==> config.mk <==
export PLATFORM = sky130hd
export DESIGN_NAME = pll_rstgen_seq
export DESIGN_NICKNAME = d
export VERILOG_FILES = /design/src/rtl/pll_rstgen_pkg.sv /design/src/rtl/pll_rstgen_sync2.sv /design/src/rtl/pll_rstgen_seq.sv
export SDC_FILE = /design/constraint.sdc
export NUM_CORES = 1
export LEC_CHECK = 0
export ABC_AREA = 0
export CORE_MARGIN = 3
export CORE_UTILIZATION = 51
export DETAILED_ROUTE_END_ITERATION = 16
export HOLD_SLACK_MARGIN = 0.12
export PLACE_DENSITY = 0.75
export REMOVE_ABC_BUFFERS = 1
export SYNTH_ARGS = -nofsm -noshare
export SYNTH_HDL_FRONTEND = slang
export SYNTH_SLANG_ARGS = --single-unit
==> constraint.sdc <==
create_clock -name sys_clk_i -period 2.2 [get_ports sys_clk_i]
set_clock_uncertainty 0.2 [all_clocks]
set_input_delay 0.66 -clock sys_clk_i [delete_from_list [all_inputs] [get_ports sys_clk_i]]
set_output_delay 0.66 -clock sys_clk_i [all_outputs]
set_load 0.01 [all_outputs]
==> src/rtl/pll_rstgen_pkg.sv <==
// Shared types and helpers for the PLL reset sequencer: FSM state encoding
// and the lock-loss counter limits.
package pll_rstgen_pkg;

  typedef enum logic [1:0] {
    ST_PWRDN     = 2'd0,
    ST_WAIT_LOCK = 2'd1,
    ST_STABLE    = 2'd2,
    ST_RUN       = 2'd3
  } state_t;

  localparam int unsigned  LOSS_CNT_W   = 8;
  localparam logic [7:0]   LOSS_CNT_MAX = 8'hFF;

  function automatic int unsigned max3(input int unsigned a, input int unsigned b,
                                       input int unsigned c);
    int unsigned m;
    m = (a > b) ? a : b;
    return (m > c) ? m : c;
  endfunction

endpackage

==> src/rtl/pll_rstgen_sync2.sv <==
// Two-flop synchronizer with synchronous clear; also usable by the reset
// consumers in each PLL output domain.
module pll_rstgen_sync2 (
  input  logic i_clk,
  input  logic i_srst,
  input  logic i_d,
  output logic o_q
);

  logic r_meta;
  logic r_sync;

  always_ff @(posedge i_clk) begin
    if (i_srst) begin
      r_meta <= 1'b0;
      r_sync <= 1'b0;
    end else begin
      r_meta <= i_d;
      r_sync <= r_meta;
    end
  end

  assign o_q = r_sync;

endmodule

==> src/rtl/pll_rstgen_seq.sv <==
// PLL power-up / lock-qualification reset sequencer. Define PLL_RSTGEN_RETRY_EN
// to restart the PLL when WAIT_LOCK lasts TIMEOUT_CYCLES cycles.
module pll_rstgen_seq
  import pll_rstgen_pkg::*;
#(
  parameter int unsigned PWRDN_CYCLES   = 16,
  parameter int unsigned STABLE_CYCLES  = 1024,
  parameter int unsigned TIMEOUT_CYCLES = 65536
) (
  input  logic       sys_clk_i,
  input  logic       sys_rst_i,
  input  logic       pll_lock_i,
  output logic       pll_pwrdn_n_o,
  output logic       rst_o,
  output logic       rst_done_o,
  output logic [7:0] lock_loss_cnt_o
);

  localparam int unsigned CNT_MAX = max3(PWRDN_CYCLES, STABLE_CYCLES, TIMEOUT_CYCLES);
  localparam int unsigned CNT_W   = ($clog2(CNT_MAX) < 1) ? 1 : $clog2(CNT_MAX);
  localparam logic [CNT_W-1:0] PWRDN_LOAD  = CNT_W'(PWRDN_CYCLES - 1);
  localparam logic [CNT_W-1:0] STABLE_LOAD = CNT_W'(STABLE_CYCLES - 1);
`ifdef PLL_RSTGEN_RETRY_EN
  localparam logic [CNT_W-1:0] TIMEOUT_LOAD = CNT_W'(TIMEOUT_CYCLES - 1);
`endif

  state_t                r_state;
  state_t                w_state_next;
  logic [CNT_W-1:0]      r_cnt;
  logic [CNT_W-1:0]      w_cnt_next;
  logic                  w_cnt_zero;
  logic                  w_lock_s;
  logic                  w_loss_inc;
  logic                  r_pwrdn_n;
  logic                  r_rst;
  logic                  r_done;
  logic [LOSS_CNT_W-1:0] r_loss_cnt;
  logic                  w_pwrdn_n_next;
  logic                  w_rst_next;
  logic                  w_done_next;

  pll_rstgen_sync2 u_lock_sync (
    .i_clk  (sys_clk_i),
    .i_srst (sys_rst_i),
    .i_d    (pll_lock_i),
    .o_q    (w_lock_s)
  );

  assign w_cnt_zero = (r_cnt == '0);

  // State register; outputs are registered from the next state so they
  // change on the same edge as the state and cannot glitch.
  always_ff @(posedge sys_clk_i) begin
    if (sys_rst_i) begin
      r_state    <= ST_PWRDN;
      r_cnt      <= PWRDN_LOAD;
      r_pwrdn_n  <= 1'b0;
      r_rst      <= 1'b1;
      r_done     <= 1'b0;
      r_loss_cnt <= '0;
    end else begin
      r_state   <= w_state_next;
      r_cnt     <= w_cnt_next;
      r_pwrdn_n <= w_pwrdn_n_next;
      r_rst     <= w_rst_next;
      r_done    <= w_done_next;
      if (w_loss_inc && (r_loss_cnt != LOSS_CNT_MAX)) begin
        r_loss_cnt <= r_loss_cnt + 1'b1;
      end
    end
  end

  // Loss of lock is checked before counter expiry, so a lock drop on the
  // final STABLE cycle falls back to WAIT_LOCK.
  always_comb begin
    w_state_next = r_state;
    w_loss_inc   = 1'b0;
    case (r_state)
      ST_PWRDN: begin
        if (w_cnt_zero) w_state_next = ST_WAIT_LOCK;
      end
      ST_WAIT_LOCK: begin
        if (w_lock_s) begin
          w_state_next = ST_STABLE;
        end
`ifdef PLL_RSTGEN_RETRY_EN
        else if (w_cnt_zero) begin
          w_state_next = ST_PWRDN;
        end
`endif
      end
      ST_STABLE: begin
        if (!w_lock_s)       w_state_next = ST_WAIT_LOCK;
        else if (w_cnt_zero) w_state_next = ST_RUN;
      end
      ST_RUN: begin
        if (!w_lock_s) begin
          w_state_next = ST_PWRDN;
          w_loss_inc   = 1'b1;
        end
      end
      default: w_state_next = ST_PWRDN;
    endcase
  end

  // Shared down-counter: reloaded on every state entry, else counts to zero.
  always_comb begin
    w_cnt_next = r_cnt;
    if (w_state_next != r_state) begin
      case (w_state_next)
        ST_PWRDN:     w_cnt_next = PWRDN_LOAD;
`ifdef PLL_RSTGEN_RETRY_EN
        ST_WAIT_LOCK: w_cnt_next = TIMEOUT_LOAD;
`else
        ST_WAIT_LOCK: w_cnt_next = '0;
`endif
        ST_STABLE:    w_cnt_next = STABLE_LOAD;
        default:      w_cnt_next = '0;
      endcase
    end else if (!w_cnt_zero) begin
      w_cnt_next = r_cnt - 1'b1;
    end
  end

  always_comb begin
    w_pwrdn_n_next = (w_state_next != ST_PWRDN);
    w_rst_next     = (w_state_next != ST_RUN);
    w_done_next    = (w_state_next == ST_RUN);
  end

  assign pll_pwrdn_n_o   = r_pwrdn_n;
  assign rst_o           = r_rst;
  assign rst_done_o      = r_done;
  assign lock_loss_cnt_o = r_loss_cnt;

endmodule

==> metrics.md <==
| Metric | Value |
|---|---|
| Status | finished, final reports clean |
| Area Growth Syn to Fin | 21.8% |
| Total track usage | a little under a quarter |
| Clock buffer count from CTS | 5 |
| Initial Util | 55.8% |
| Detailed placement HPWL | roughly 2.7 mm |
| Post-synth cell types | between 40 and 50 |
| CP cell instances | or4_4 > or4_4 > or4_1 > a21oi_1 |
| R2R cell count | 4 |
| Crit. End Element | register |
| Post-Synthesis Cell Area | 0.00160 mm2 |
| DRC | 0 |
| Hold buffer count at CTS | 0 |
| Drt initial violations | a little over 70 |
| Final Hold Viols | 0 |
| Worst Path Buf+Inv | 0 |
| Crit-path slowest cell | or4_4 |
| Design Area, Final | 0.00195 mm2 |
| End of the worst register-to-register path | r_cnt[15]$_SDFFE_PP0P_ |
| Final worst slack | 21.2 ps |
| Io pins | 14 |
| Final setup violation count | 0 |
| Clk sinks | 31 |
| TritonRoute pass-1 iters | 4 |
| Hold depth | 1 |
| Post-detailed-route wirelength per cell | ~15 um |
| Flop-to-flop setup slack | 20 ps |
| Fraction of registers with async set/reset | 0% |
| Measured slew at the worst slew-check pin | around 500 ps |
| Drt total wl | approximately 3.8 mm |
| Die height | 62.1 um |
| Placer's final routability congestion estimate | 0.837 |
| WP depth | 4 |
| Worst-path fanout max | 3 |
| # port buffers | 13 |
| CP dominant cell by count | or4_4 |
| Clk buf depth | 2 |
| Final Core Density | between 60% and 70% |
| Dpl cells | 249 |
| Min-Delay Startpoint | u_lock_sync.r_meta$_SDFF_PP0_ |
| Synth warn | 0 |
| Relative slew slack | 66.6% |
| Endpoint, Worst Hold | u_lock_sync.o_q$_SDFF_PP0_ |
| Crit path kind | register to register |
| Max-slew violations | 0 |
| Post-Place Worst Slack | -80.5 ps |
| Placeable Area | 0.00288 mm2 |
| H-Tree Depth | 2 |
| Cell Area, Placed | 0.00185 mm2 |
| Total grt overflow | 0 |
| Min cycle time layout | 2180 ps |
| Post-route ant nets | 0 |
| RSZ-0062 raised after global routing | yes |
| Die area | 0.00385 mm2 |
| Leak | 0.750 nW |
| Ys flop type | dfxtp_1 |
| Vias in the first global route | 1537 |
| Post-Syn Instances | 190 |
| Pin count of the biggest net entering global routing | 19 |
| Clock-pin slew on the worst setup and hold paths | about 100 ps |
| Share of cells above drive strength 1 | 18.1% |
| Via count of the routed design | approximately 1600 |
| Initial antenna violation count | 0 |
| Synth Area per Inst | 8.44 um2 |
| CP startpoint kind | register |
| # Max-Cap Violations | 0 |
| Worst hold path class | register to register |
| CP required | 2280 ps |
| Launching point of the worst reg2reg path | r_cnt[3]$_SDFFE_PP1P_ |
| Global-route wire length before repair | roughly 6.5 mm |
| Peak supply drop | 464 uV |
| Layout Cells excl Fill | 258 |
| Root Driver | clkbuf_4 |
| Pwr per Cell Area | 491 mW/mm2 |
| Top Family by Delay on Critical Path | simple AND/OR/NAND/NOR gates |
| Nets | 220 |
| TritonCTS clock tree | built |
| CP peak stage delay | 530 ps |
| Vias per cell | between 6 and 7 |
| Seq/Total Area, Yosys | around 39% |
| Die width | a little over 60 um |
| Row count | 19 |
| Synthesized flop and latch total | 31 |
| Final setup TNS | 0 ps |
| Achievable Freq | between 400 and 500 MHz |
| Clock latency on the worst-skew pair | 340 ps |
| Number of synthesized flops with an enable pin | 0 |
| WP data arrival | 2260 ps |
| # diodes | 0 |
| Period Utilization, post-route | between 90% and 100% |
[power breakdown]
group,switching (mW),internal (mW)
Clock,0.209,0.123
Sequential,0.00644,0.566
Combinational,0.0280,0.0253
[metal layers]
metal | track usage [%] | vias up | part of all wire, %
met3 | 5.58 | 10 | 5.3
li1 | - | 743 | -
met1 | 26.9 | 744 | 43
met4 | 13.9 | 0 | 2.3
met2 | 37.9 | 56 | 49
met5 | 0 | - | 0
[final cells by class]
| cell class | count | area, um2 |
|---|---|---|
| multi-input cells | 142 | 945 |
| flip-flops and latches | 31 | 633 |
| clock inverters | 2 | 12.5 |
| repair buffers | 28 | 243 |
| well taps | 42 | 52.6 |
| clock buffers | 6 | 41.3 |
| fillers | 252 | 923 |
| inverters | 7 | 26.3 |
[how the worst max path moves through the flow]
stage                               start                      to  slack [ps]
finish              r_cnt[3]$_SDFFE_PP1P_  r_cnt[15]$_SDFFE_PP0P_          20
detailed placement  r_cnt[3]$_SDFFE_PP1P_  r_cnt[15]$_SDFFE_PP0P_         -80
CTS                 r_cnt[3]$_SDFFE_PP1P_  r_cnt[15]$_SDFFE_PP0P_           8
global placement    r_cnt[3]$_SDFFE_PP1P_  r_cnt[15]$_SDFFE_PP0P_         -20
floorplan           r_cnt[3]$_SDFFE_PP1P_  r_cnt[15]$_SDFFE_PP0P_        -120
global route        r_cnt[3]$_SDFFE_PP1P_  r_cnt[15]$_SDFFE_PP0P_         -20
[cells in the mapped netlist (2+ instances only)]
cell       count  area share (%)
a211o_1        2             1.1
a21boi_0       2            0.94
a21oi_1        9             2.8
and2_1         3             1.2
and3_1         3             1.2
and3b_1        3             1.6
clkbuf_1       9             2.1
dfxtp_1       31              39
ha_1           2             1.6
inv_1          7             1.6
mux2i_1        5             3.1
nand2_1        6             1.4
nand3_1        8             2.5
nand3b_1       2            0.94
nand4_1        3             1.2
nor2_1        24             5.6
nor2b_1        5             2.0
nor3_1         4             1.2
nor3b_1        3             1.4
nor4_1         8             3.1
o2111ai_1      2             1.1
o211ai_1       6             2.8
o21a_1         3             1.4
o21ai_0        6             1.9
or3_1          2            0.78
or4_1          2            0.94
xnor2_1        3             1.6
xor2_1         8             4.4
[stage by stage]
stage	power (mW)	hold slack (ps)
floorplan	0.613	214
global placement	0.637	226
detailed placement	0.638	238
CTS	0.961	265
global route	0.996	272
finish	0.958	260
[cells in the final DEF (no fill, tap or decap), types with 2 or more instances in the layout]
master / n
nor2_1: 24
dfxtp_1: 23
buf_4: 15
clkdlybuf4s50_1: 13
a21oi_1: 8
nand3_1: 8
xor2_1: 8
inv_1: 7
nor4_1: 7
dfxtp_2: 7
nand2_1: 6
o211ai_1: 6
o21ai_0: 6
nor2b_1: 5
mux2i_1: 5
clkbuf_4: 5
nor3_1: 4
nor3b_1: 3
nand4_1: 3
xnor2_1: 3
o21a_1: 3
and3b_1: 3
and3_1: 3
and2_1: 3
or4_4: 2
or3_1: 2
o2111ai_1: 2
nand3b_1: 2
a211o_1: 2
a21boi_0: 2
ha_1: 2
[repair_timing]
item	in CTS	in global routing
gates cloned	0	0
setup buffers	1	0
gates resized for setup	5	9
pin swaps	1	1
endpoints found under the setup margin	6	9
[cells by family after synthesis]
kind of cell / Yosys count / synth area share [%]
DFF: 31 / 38.7
and+or+nand+nor: 83 / 28.8
buffers and inverters: 17 / 4.06
muxes: 5 / 3.12
adders and majority gates: 2 / 1.56
AOI/OAI and AO/OA: 41 / 17.8
xor gates and xnor gates: 11 / 6.01
[flip-flops by register name, indices dropped and copies added, names as in the netlist]
register / cells
lock_loss_cnt_o: 8
pll_pwrdn_n_o: 1
r_cnt: 16
r_state: 2
rst_done_o: 1
rst_o: 1
u_lock_sync.o_q: 1
u_lock_sync.r_meta: 1
Note: power is estimated with default switching activity, not from simulation.
